<file path="config.mk">
export PLATFORM = sky130hd
export DESIGN_NAME = fib_mem_sequencer_flat
export DESIGN_NICKNAME = d
export VERILOG_FILES = /design/src/rtl/fib_mem_sequencer_if.sv /design/src/rtl/fib_mem_sequencer.sv /design/src/flat_wrapper.sv
export SDC_FILE = /design/constraint.sdc
export NUM_CORES = 1
export LEC_CHECK = 0
export ABC_AREA = 1
export ABC_CLOCK_PERIOD_IN_PS = 1900
export BUFFER_PORTS_ARGS = -buffer_cell sky130_fd_sc_hd__buf_2
export CAP_MARGIN = 20
export CELL_PAD_IN_SITES_DETAIL_PLACEMENT = 1
export CELL_PAD_IN_SITES_GLOBAL_PLACEMENT = 1
export CORE_UTILIZATION = 37
export CTS_CLUSTER_DIAMETER = 60
export DETAILED_ROUTE_END_ITERATION = 16
export HOLD_SLACK_MARGIN = 0.05
export PLACE_DENSITY = 0.87
export SLEW_MARGIN = 5
export SYNTH_ARGS = -nofsm -noshare
export SYNTH_HDL_FRONTEND = slang
export SYNTH_SLANG_ARGS = --single-unit
</file>
<file path="constraint.sdc">
create_clock -name clk -period 1.9 [get_ports clk]
set_input_delay 0.095 -clock clk [delete_from_list [all_inputs] [get_ports clk]]
set_output_delay 0.095 -clock clk [all_outputs]
set_load 0.005 [all_outputs]
</file>
<file path="src/rtl/fib_mem_sequencer_if.sv">
// RAM-port and start/done handshake bundle for the Fibonacci sequencer.
// The master side is the sequencer; the slave side is the RAM/top-level mux.
interface fib_mem_sequencer_if;
  logic        start;
  logic [4:0]  bank;
  logic [15:0] q0;
  logic [15:0] q1;
  logic [14:0] addr0;
  logic [14:0] addr1;
  logic        w0;
  logic        w1;
  logic [15:0] data0;
  logic [15:0] data1;
  logic        busy;
  logic        done;
  logic        overflow;
  logic [15:0] last_value;

  modport master (
    input  start, bank, q0, q1,
    output addr0, addr1, w0, w1, data0, data1, busy, done, overflow, last_value
  );

  modport slave (
    output start, bank, q0, q1,
    input  addr0, addr1, w0, w1, data0, data1, busy, done, overflow, last_value
  );
endinterface

</file>
<file path="src/rtl/fib_mem_sequencer.sv">
// Writes a Fibonacci sequence into one 1K-word bank of a dual-port RAM.
// State advances on the falling clock edge so the RAM can sample on the rising edge.
module fib_mem_sequencer #(
  parameter int unsigned NUM_TERMS = 25,
  parameter logic [15:0] SEED0     = 16'd0,
  parameter logic [15:0] SEED1     = 16'd1
) (
  input logic                 clk,
  input logic                 clr,
  fib_mem_sequencer_if.master bus_io
);

  localparam logic [9:0] LastIdx = 10'(NUM_TERMS - 1);

  typedef enum logic [2:0] {
    StIdle,
    StSeed,
    StRead,
    StWrite,
    StDone
  } state_e;

  state_e      state_q;
  logic [9:0]  idx_q;
  logic [4:0]  bank_q;
  logic [15:0] sum_q;
  logic [15:0] last_q;
  logic        ovf_q;
  logic [16:0] sum;

  // q0/q1 hold the two previous terms by the closing edge of a READ cycle.
  assign sum = {1'b0, bus_io.q0} + {1'b0, bus_io.q1};

  always_ff @(negedge clk or negedge clr) begin
    if (!clr) begin
      state_q <= StIdle;
      idx_q   <= '0;
      bank_q  <= '0;
      sum_q   <= '0;
      last_q  <= '0;
      ovf_q   <= 1'b0;
    end else begin
      unique case (state_q)
        StIdle: begin
          if (bus_io.start) begin
            bank_q  <= bus_io.bank;
            ovf_q   <= 1'b0;
            state_q <= StSeed;
          end
        end
        StSeed: begin
          last_q  <= SEED1;
          idx_q   <= 10'd2;
          state_q <= StRead;
        end
        StRead: begin
          if (sum[16]) begin
            ovf_q   <= 1'b1;
            state_q <= StDone;
          end else begin
            sum_q   <= sum[15:0];
            state_q <= StWrite;
          end
        end
        StWrite: begin
          last_q <= sum_q;
          if (idx_q == LastIdx) begin
            state_q <= StDone;
          end else begin
            idx_q   <= idx_q + 10'd1;
            state_q <= StRead;
          end
        end
        StDone: begin
          state_q <= StIdle;
        end
        default: begin
          state_q <= StIdle;
        end
      endcase
    end
  end

  always_comb begin
    bus_io.addr0 = '0;
    bus_io.addr1 = '0;
    bus_io.w0    = 1'b0;
    bus_io.w1    = 1'b0;
    bus_io.data0 = '0;
    bus_io.data1 = '0;
    bus_io.busy  = 1'b0;
    bus_io.done  = 1'b0;
    unique case (state_q)
      StIdle: begin
      end
      StSeed: begin
        bus_io.w0    = 1'b1;
        bus_io.addr0 = {bank_q, 10'd0};
        bus_io.data0 = SEED0;
        bus_io.w1    = 1'b1;
        bus_io.addr1 = {bank_q, 10'd1};
        bus_io.data1 = SEED1;
        bus_io.busy  = 1'b1;
      end
      StRead: begin
        // idx_q >= 2 here, so neither subtraction can underflow.
        bus_io.addr0 = {bank_q, idx_q - 10'd2};
        bus_io.addr1 = {bank_q, idx_q - 10'd1};
        bus_io.busy  = 1'b1;
      end
      StWrite: begin
        bus_io.w0    = 1'b1;
        bus_io.addr0 = {bank_q, idx_q};
        bus_io.data0 = sum_q;
        bus_io.busy  = 1'b1;
      end
      StDone: begin
        bus_io.done = 1'b1;
      end
      default: begin
      end
    endcase
  end

  assign bus_io.overflow   = ovf_q;
  assign bus_io.last_value = last_q;

endmodule

</file>
<file path="src/flat_wrapper.sv">
// flat-port wrapper written by rule: the top's interface ports become plain ports
module fib_mem_sequencer_flat 
#(
  parameter int unsigned NUM_TERMS = 25,
  parameter logic [15:0] SEED0     = 16'd0,
  parameter logic [15:0] SEED1     = 16'd1
)
  (clk, clr, bus_io_start, bus_io_bank, bus_io_q0, bus_io_q1, bus_io_addr0, bus_io_addr1, bus_io_w0, bus_io_w1, bus_io_data0, bus_io_data1, bus_io_busy, bus_io_done, bus_io_overflow, bus_io_last_value);
  fib_mem_sequencer_if bus_io_i ();
  input logic clk;
  input logic clr;
  input wire logic [$bits(bus_io_i.start)-1:0] bus_io_start;
  input wire logic [$bits(bus_io_i.bank)-1:0] bus_io_bank;
  input wire logic [$bits(bus_io_i.q0)-1:0] bus_io_q0;
  input wire logic [$bits(bus_io_i.q1)-1:0] bus_io_q1;
  output wire logic [$bits(bus_io_i.addr0)-1:0] bus_io_addr0;
  output wire logic [$bits(bus_io_i.addr1)-1:0] bus_io_addr1;
  output wire logic [$bits(bus_io_i.w0)-1:0] bus_io_w0;
  output wire logic [$bits(bus_io_i.w1)-1:0] bus_io_w1;
  output wire logic [$bits(bus_io_i.data0)-1:0] bus_io_data0;
  output wire logic [$bits(bus_io_i.data1)-1:0] bus_io_data1;
  output wire logic [$bits(bus_io_i.busy)-1:0] bus_io_busy;
  output wire logic [$bits(bus_io_i.done)-1:0] bus_io_done;
  output wire logic [$bits(bus_io_i.overflow)-1:0] bus_io_overflow;
  output wire logic [$bits(bus_io_i.last_value)-1:0] bus_io_last_value;
  assign bus_io_i.start = bus_io_start;
  assign bus_io_i.bank = bus_io_bank;
  assign bus_io_i.q0 = bus_io_q0;
  assign bus_io_i.q1 = bus_io_q1;
  assign bus_io_addr0 = bus_io_i.addr0;
  assign bus_io_addr1 = bus_io_i.addr1;
  assign bus_io_w0 = bus_io_i.w0;
  assign bus_io_w1 = bus_io_i.w1;
  assign bus_io_data0 = bus_io_i.data0;
  assign bus_io_data1 = bus_io_i.data1;
  assign bus_io_busy = bus_io_i.busy;
  assign bus_io_done = bus_io_i.done;
  assign bus_io_overflow = bus_io_i.overflow;
  assign bus_io_last_value = bus_io_i.last_value;
  fib_mem_sequencer #(.NUM_TERMS(NUM_TERMS), .SEED0(SEED0), .SEED1(SEED1)) u_core (.clk(clk), .clr(clr), .bus_io(bus_io_i));
endmodule
</file>
==> metrics.md, run 1 <==
| Metric | Value |
|---|---|
| Status | `stopped before the end` |
| Last flow stage reached | `global routing` |
| Halt Reason | `[ERROR GRT-0232] Routing congestion too high. Check the congestion heatmap in the GUI.` |
| Mapped Cells | `565` |
| Clock buffer depth | `2` |
| Most instantiated cells after synthesis | `nand2_1 (149), inv_1 (71), nor2_1 (52)` |
| Fraction of registers with async set/reset | `100%` |
| Count leader, synth | `nand2_1` |
| Setup WS pre-CTS | `-0.833 ns` |
| Distinct cells, synth | `43` |
| I/O pins | `123` |
| Syn Area/Cell | `7.15 um^2` |
| Number of buffers added on ports | `107` |
| Synthesized area | `4040 um^2` |
| Top area cells in the synthesized netlist | `dfrtn_1 (32%), nand2_1 (14%), ha_1 (6.8%)` |
| Largest net degree at the start of global routing | `41` |
| HPWL Detailed | `12.4 mm` |
| Synth warn | `0` |
| Worst endpoint type | `output port` |
| Register area share after synthesis | `31.6%` |
| Post-synth EDFFs | `0` |
| Die height | `106 um` |
| Synth top area share | `31.6%` |
| Hold_buf cts | `0` |
| #FFs+latches synth | `51` |
| Num CTS Buffers | `5` |
| Synth Flop Type | `dfrtn_1` |
| Tot GR Track Use | `74.6%` |
| Clk sinks | `51` |
| Synth area leader | `dfrtn_1` |
| Worst_ep grt | `bus_io_addr1[6]` |
| Initial Utilization | `38.6%` |
| Row cnt | `37` |
| Root buf cell | `clkbuf_8` |
| GR Overflow Total | `130` |
| Die Wd | `106 um` |
| Global placement routability congestion | `0.873` |
| H-tree Lvls | `2` |
per-stage QoR:
| stage | area [um^2] | hold WS (ns) | utilization [%] | cells |
|---|---|---|---|---|
| floorplan | 4570 | 0.402 | - | 579 |
| global placement | 5910 | 0.422 | 56.4 | 902 |
| detailed placement | 5910 | 0.427 | 56.4 | 902 |
| CTS | 6870 | 0.444 | 65.6 | 944 |
kinds of logic after synthesis:
| family | Yosys count | synth area share (%) |
|---|---|---|
| AOI/OAI and AO/OA | 79 | 12.5 |
| xor gates and xnor gates | 14 | 3.04 |
| adders and majority gates | 23 | 7.31 |
| buffers and inverters | 117 | 13.8 |
| DFF | 51 | 31.6 |
| other | 1 | 0.0929 |
| and+or+nand+nor | 280 | 31.7 |
metal layers:
metal	global-route usage (%)	GRT overflow
met4	84.4	52
met2	96.5	72
met5	3.33	0
met1	71.2	3
met3	54.0	3
repair_timing:
item / CTS
resized for setup: 121
gates cloned: 3
pin swaps: 43
endpoints found under the hold margin: 0
setup endpoints to repair: 82
buffers inserted: 34
==> run 2, diff against run 1 <==
CELL_PAD_IN_SITES_DETAIL_PLACEMENT = unset   (was 1)
CELL_PAD_IN_SITES_GLOBAL_PLACEMENT = unset   (was 1)
CORE_UTILIZATION = 40   (was 37)
CTS_CLUSTER_DIAMETER = unset   (was 60)
HOLD_SLACK_MARGIN = unset   (was 0.05)
PLACE_DENSITY = unset   (was 0.87)
PLACE_DENSITY_LB_ADDON = 0.15   (was unset)
==> run 2 against run 1 <==
The flow now finishes, with violations (setup timing); synthesized cell count unchanged; synthesized area unchanged.
==> metrics.md, run 2 <==
| Metric | Value |
|---|---|
| Status | `finished, violations left` |
| Failing checks | `setup timing` |
| PwrDens | `1230 nW/um^2` |
| Mux cell area share after synthesis | `0% (unchanged)` |
| Count leader, synth | `nand2_1` |
| Post-route cell area | `6740 um^2` |
| Die height | `102 um (-3.7%)` |
| Avg WL per Cell | `13.0 um` |
| Root buf cell | `clkbuf_8` |
| Vias | `4410` |
| H-tree Lvls | `2 (unchanged)` |
| Setup crit start | `u_core.state_q[0]$_DFFE_NN0P_` |
| Synth Flop Type | `dfrtn_1` |
| CP arrival | `2.57 ns` |
| Area of the multi-input gates | `3040 um^2` |
| Crit end category | `output pin` |
| Detailed-router iteration count before antenna repair | `4` |
| Worst reg2reg path startpoint | `u_core.state_q[0]$_DFFE_NN0P_` |
| Fin. max-slew vios | `0` |
| DR DRC count | `0` |
| Die Wd | `102 um (-3.7%)` |
| Sequential cell area | `1280 um^2` |
| Distinct cells, synth | `43 (unchanged)` |
| Critical-path cell list | `inv_2 > nor2_4 > inv_4 > nor2_8 > inv_12 > buf_4 > nor2_4 > buf_6` |
| Largest net degree at the start of global routing | `52` |
| CTS tree | `built` |
| Fraction of registers with async set/reset | `100% (unchanged)` |
| N_diodes | `0` |
| Post-Synth Adder-Cell Area | `7.31% (unchanged)` |
| Mapped Cells | `565 (unchanged)` |
| #FFs+latches synth | `51 (unchanged)` |
| Top area cells in the synthesized netlist | `dfrtn_1 (32%), nand2_1 (14%), ha_1 (6.8%)` |
| Layout cell share with drive strength beyond 1 | `53.8%` |
| Global placement routability congestion | `0.871 (-0.24%)` |
| Final hold vios | `0` |
| Core area | `9770 um^2` |
| Most instantiated cells after synthesis | `nand2_1 (149), inv_1 (71), nor2_1 (52)` |
| Placement Cell Area | `5850 um^2 (-0.91%)` |
| Path type of the worst setup path | `reg -> out` |
| Initial antenna violation count | `0` |
| Max Clock Skew | `0.00447 ns` |
| WL final | `12.2 mm` |
| Clock buffer depth | `2 (unchanged)` |
| Required @ worst endpoint | `1.80 ns` |
| Num CTS Buffers | `5 (unchanged)` |
| Synth warn | `0 (unchanged)` |
| GR Overflow Total | `0` |
| Average vias per placed instance | `4.70` |
| Tot GR Track Use | `23.9%` |
| RSZ-0062 raised after global routing | `yes` |
| Setup WS pre-CTS | `-0.837 ns (-0.00448 ns)` |
| Crit Path Max Fanout | `8` |
| Min-delay worst type | `reg -> reg` |
| Hold Path Origin | `u_core.sum_q[12]$_DFFE_NN0P_` |
| Final setup fails | `76` |
| R2R setup slack | `0.08 ns` |
| Commonest non-fill, non-tap cells in the layout | `nand2_1 (124), buf_4 (112), buf_2 (102)` |
| Synth top area share | `31.6% (unchanged)` |
| Worst setup margin | `-0.769 ns` |
| Max Cap Violations | `0` |
| Row cnt | `36 (-2.7%)` |
| Syn Area/Cell | `7.15 um^2 (unchanged)` |
| I/O pins | `123 (unchanged)` |
| Area Growth Syn to Fin | `66.8%` |
| Most common cell after layout, fill and taps aside | `nand2_1` |
| Clk sinks | `51 (unchanged)` |
| Util after Layout | `68.9%` |
| Synth Area in Compound Gates | `12.5% (unchanged)` |
| Max incr delay on CP | `0.43 ns` |
| Antenna-violating nets left | `0` |
| HPWL Detailed | `8.80 mm (-29%)` |
| Number of buffers added on ports | `107 (unchanged)` |
| Startpoint types | `flip-flop` |
| Crit path top cell by count | `nor2_4` |
| Register area share after synthesis | `31.6% (unchanged)` |
| Layout Nets | `868` |
| Lkg Pwr | `0.00344 uW` |
| Die area | `10500 um^2` |
| Initial Utilization | `41.3% (+2.7 points)` |
| Slowest CP cell | `dfrtn_1` |
| Synth Area in Simple Gates | `31.7% (unchanged)` |
| Max rail drop VDD | `0.000694 V` |
| Clk_lat worst skew | `0.31 ns` |
| XOR/XNOR Fraction of Synth Area | `3.04% (unchanged)` |
| First-pass GRT wire length | `19.5 mm` |
| Post-synth EDFFs | `0 (unchanged)` |
| Synth area leader | `dfrtn_1` |
| Vias in the first global route | `4290` |
| First DRT Iteration DRCs | `145` |
| Worst-path clk slew | `0.07 ns` |
| Filler instances | `810` |
| Main combinational cell family by area after synthesis | `simple AND/OR/NAND/NOR gates` |
| Synthesized area | `4040 um^2 (unchanged)` |
run 2: final cells by class:
class,count,area share [%]
repair inverters,1,0.130
clock buffers,6,1.23
well taps,133,2.47
repair buffers,242,26.0
clock inverters,2,0.576
flip-flops and latches,51,18.9
multi-input cells,415,45.2
inverters,89,5.42
run 2: what timing repair did:
item	4_1_cts	5_1_grt
hold buffers	0	0
buffers inserted	29	7
setup endpoints to repair	78	88
resized for setup	64	22
pin swaps	31	17
gates cloned	5	1
run 2: power breakdown:
| group | total, uW | internal [uW] | switching, uW | leakage [uW] |
|---|---|---|---|---|
| clock | 833 | 434 | 399 | 0.0000618 |
| sequential | 1750 | 1500 | 242 | 0.000655 |
| combinational | 5730 | 2660 | 3070 | 0.00272 |
run 2: metrics by stage:
stage	power, uW	cells	hold slack, ns	TNS [ns]
2_1_floorplan	4720	579	0.402	-25.68
3_3_place_gp	6330	894	0.427	-30.08
3_5_place_dp	6440	894	0.425	-32.27
4_1_cts	8040	934	0.427	-40.29
5_1_grt	8910	939	0.459	-46.76
6_report	8310	939	0.438	-41.28
run 2: cells by family after synthesis:
logic type,Yosys count
simple gates,280
buf+inv,117
compound gates,79
flops,51
fa+ha+maj,23
xor+xnor,14
other cells,1
run 2: worst max-delay path, delay by kind of cell, from the launching register on:
kind | cells | cell delay, ns
and+or+nand+nor | 3 | 0.40
DFF | 1 | 0.43
buffers and inverters | 5 | 0.48
run 2: path summary, 6_finish.rpt:
kind,to,cells past startpoint
setup reg to reg,u_core.idx_q[7]$_DFFE_NN0P_,11
setup / recovery,bus_io_data0[6],8
max in group asynchronous,u_core.bank_q[0]$_DFFE_NN0P_,2
hold / removal,u_core.sum_q[12]$_DFFE_NN0P_,2
min in group asynchronous,u_core.idx_q[6]$_DFFE_NN0P_,2
hold reg to reg,u_core.sum_q[12]$_DFFE_NN0P_,2
run 2: routing by layer:
layer,up-vias,global-route usage [%],share of wire (%)
met1,2038,28.0,43
met5,-,0,0
met4,0,6.70,1.9
met2,106,45.3,52
li1,2244,-,-
met3,22,2.74,2.9
Power figures use the tool's default switching activity.
==> run 3, diff against run 2 <==
CORE_ASPECT_RATIO = 0.7   (was unset)
==> run 3 against run 2 <==
The flow still finishes with violations (setup timing); global-route usage increased by 0.92 points; register-to-register slack improved by 0.05 ns; sequential power increased by 3%; largest cell class unchanged; highest routed layer unchanged.
==> metrics.md, run 3 (synthesized netlist as in run 2, its figures left out) <==
| Metric | Value |
|---|---|
| Post-route insts no fill | `939 (unchanged)` |
| Startpoint types | `flip-flop` |
| Crit path depth | `8 (unchanged)` |
| Post-route cell area | `6850 um^2 (+1.7%)` |
| Tot GR Track Use | `24.8% (+0.92 points)` |
| Sequential cell area | `1280 um^2 (unchanged)` |
| Worst reg2reg path startpoint | `u_core.idx_q[4]$_DFFE_NN0P_` |
| Vias in the first global route | `4426 (+3.2%)` |
| Layout Nets | `873 (+0.58%)` |
| Max Cap Violations | `0 (unchanged)` |
| Vias | `4458 (+1.1%)` |
| Avg WL per Cell | `13.5 um (+4.1%)` |
| HPWL Detailed | `9.26 mm (+5.3%)` |
| Lkg Pwr | `0.00354 uW (+2.9%)` |
| Hold Path Origin | `u_core.sum_q[14]$_DFFE_NN0P_` |
| RR Endpoint | `u_core.idx_q[5]$_DFFE_NN0P_` |
| Max incr delay on CP | `0.47 ns (+0.04 ns)` |
| Initial Utilization | `41.4% (+0.064 points)` |
| R2R setup slack | `0.13 ns (+0.05 ns)` |
| Clock buffer depth | `2 (unchanged)` |
| Root buf cell | `clkbuf_16` |
| Path type of the worst setup path | `reg -> out` |
| PwrDens | `1290 nW/um^2 (+4.7%)` |
| Die area | `10500 um^2 (about the same)` |
| Setup crit start | `u_core.idx_q[1]$_DFFE_NN0P_` |
| H-tree Lvls | `2 (unchanged)` |
| Number of buffers added on ports | `107 (unchanged)` |
| Crit Path Max Fanout | `4 (-4)` |
| Failing checks | `setup timing` |
| Detailed-router iteration count before antenna repair | `5 (+1)` |
| Worst-path clk slew | `0.05 ns (-0.02 ns)` |
| Initial antenna violation count | `0 (unchanged)` |
| Most common cell after layout, fill and taps aside | `nand2_1` |
| Final hold vios | `0 (unchanged)` |
| Area Growth Syn to Fin | `69.8%` |
| Crit path to | `bus_io_addr1[9]` |
| Slowest CP cell | `dfrtn_1` |
| DR DRC count | `0 (unchanged)` |
| Max rail drop VDD | `0.000949 V (+37%)` |
| Hold_buf cts | `0 (unchanged)` |
| Largest net degree at the start of global routing | `36 (-31%)` |
| Critical-path cell list | `inv_4 > ha_4 > nand2_4 > nor2_4 > nand2_2 > a31oi_2 > nor3_2 > buf_2` |
| Dpl cells | `892 (-0.22%)` |
| I/O pins | `123 (unchanged)` |
| Worst setup margin | `-0.768 ns (+0.000451 ns)` |
| CP arrival | `2.57 ns (about the same)` |
| Layout cell share with drive strength beyond 1 | `55.0% (+1.1 points)` |
| Filler instances | `789 (-2.6%)` |
| WL final | `12.7 mm (+4.1%)` |
| Antenna-violating nets left | `0 (unchanged)` |
| CTS tree | `built` |
| Die Wd | `122 um (+19%)` |
| Setup WS pre-CTS | `-0.750 ns (+0.0870 ns)` |
| Max Clock Skew | `0.00252 ns (-0.00194 ns)` |
| Area of the multi-input gates | `3050 um^2 (about the same)` |
| WP buf/inv | `2 (-3)` |
| Final setup fails | `74 (-2.6%)` |
| Hold Slack | `0.437 ns (-0.00127 ns)` |
| Core area | `9760 um^2 (-0.15%)` |
| Num CTS Buffers | `5 (unchanged)` |
| Global placement routability congestion | `0.908 (+4.2%)` |
| Average vias per placed instance | `4.75 (+1.1%)` |
| N_diodes | `0 (unchanged)` |
| Clk_lat worst skew | `0.31 ns (about the same)` |
| Clk sinks | `51 (unchanged)` |
| Util after Layout | `70.2% (+1.3 points)` |
| First DRT Iteration DRCs | `174 (+20%)` |
| CP top delay family | `flip-flops` |
| Required @ worst endpoint | `1.80 ns (about the same)` |
| Crit end category | `output pin` |
| Reg2reg path depth | `8 (-3)` |
| Commonest non-fill, non-tap cells in the layout | `nand2_1 (125), buf_4 (117), buf_2 (102)` |
| Placement Cell Area | `5890 um^2 (+0.71%)` |
| Fin. max-slew vios | `0 (unchanged)` |
| RSZ-0062 raised after global routing | `yes` |
| Status | `finished, violations left` |
| Die height | `86.1 um (-16%)` |
| Min-delay worst type | `reg -> reg` |
| GR Overflow Total | `0 (unchanged)` |
| Row cnt | `30 (-17%)` |
| First-pass GRT wire length | `20.6 mm (+5.7%)` |
[run 3: cell types whose count changed in the layout (fill, tap and decap cells not counted), moves of 4 or more]
cell and delta:
nand3_1 -6, nand3_2 +6, clkbuf_8 -4, nand2_2 -12, buf_4 +5, nand2_4 +13, clkbuf_16 +5
[run 3: how the worst min path moves through the flow]
| stage | end | slack (ns) | depth (start not counted) |
|---|---|---|---|
| after floorplan | u_core.sum_q[10]$_DFFE_NN0P_ | 0.40 | 2 |
| after detailed placement | u_core.sum_q[14]$_DFFE_NN0P_ | 0.43 | 2 |
| after CTS | u_core.sum_q[14]$_DFFE_NN0P_ | 0.43 | 2 |
| after global routing | u_core.sum_q[14]$_DFFE_NN0P_ | 0.46 | 2 |
| final | u_core.sum_q[14]$_DFFE_NN0P_ | 0.44 | 2 |
| after global placement | u_core.sum_q[13]$_DFFE_NN0P_ | 0.42 | 2 |
[run 3: layout make-up]
type	count	share of cell area, %
Multi-Input combinational cell	411	44.4
Timing Repair inverter	1	0.128
Tap cell	128	2.34
Sequential cell	51	18.6
Timing Repair Buffer	251	26.9
Inverter	89	5.35
Clock buffer	8	2.28
[run 3: layer usage]
layer	part of all wire (%)	global-route usage, %
met1	48	33.9
met2	45	40.7
met3	6.2	5.25
met4	0.87	4.10
met5	0	0
[run 3: metrics by stage]
stage               total power [uW]  TNS, ns
floorplan                       4720   -25.68
global placement                6480   -29.20
detailed placement              6570   -30.08
CTS                             8390   -40.96
global route                    9450   -48.30
finish                          8850   -42.65
[run 3: report_power, final]
group	total [uW]	internal, uW	switching (uW)
clock network	964	562	402
registers	1800	1500	291
logic	6090	2910	3180
[run 3: timing repair]
action | 4_1_cts | 5_1_grt
gates resized for setup | 70 | 46
pin swaps | 23 | 29
setup endpoints to repair | 75 | 89
gates cloned | 3 | 0
buffers inserted | 26 | 15
[run 3: worst min-delay path, delay by kind of cell, from the launching register on]
kind | cells | cell delay (ns)
AND/OR/NAND/NOR | 2 | 0.12
flip-flops | 1 | 0.41
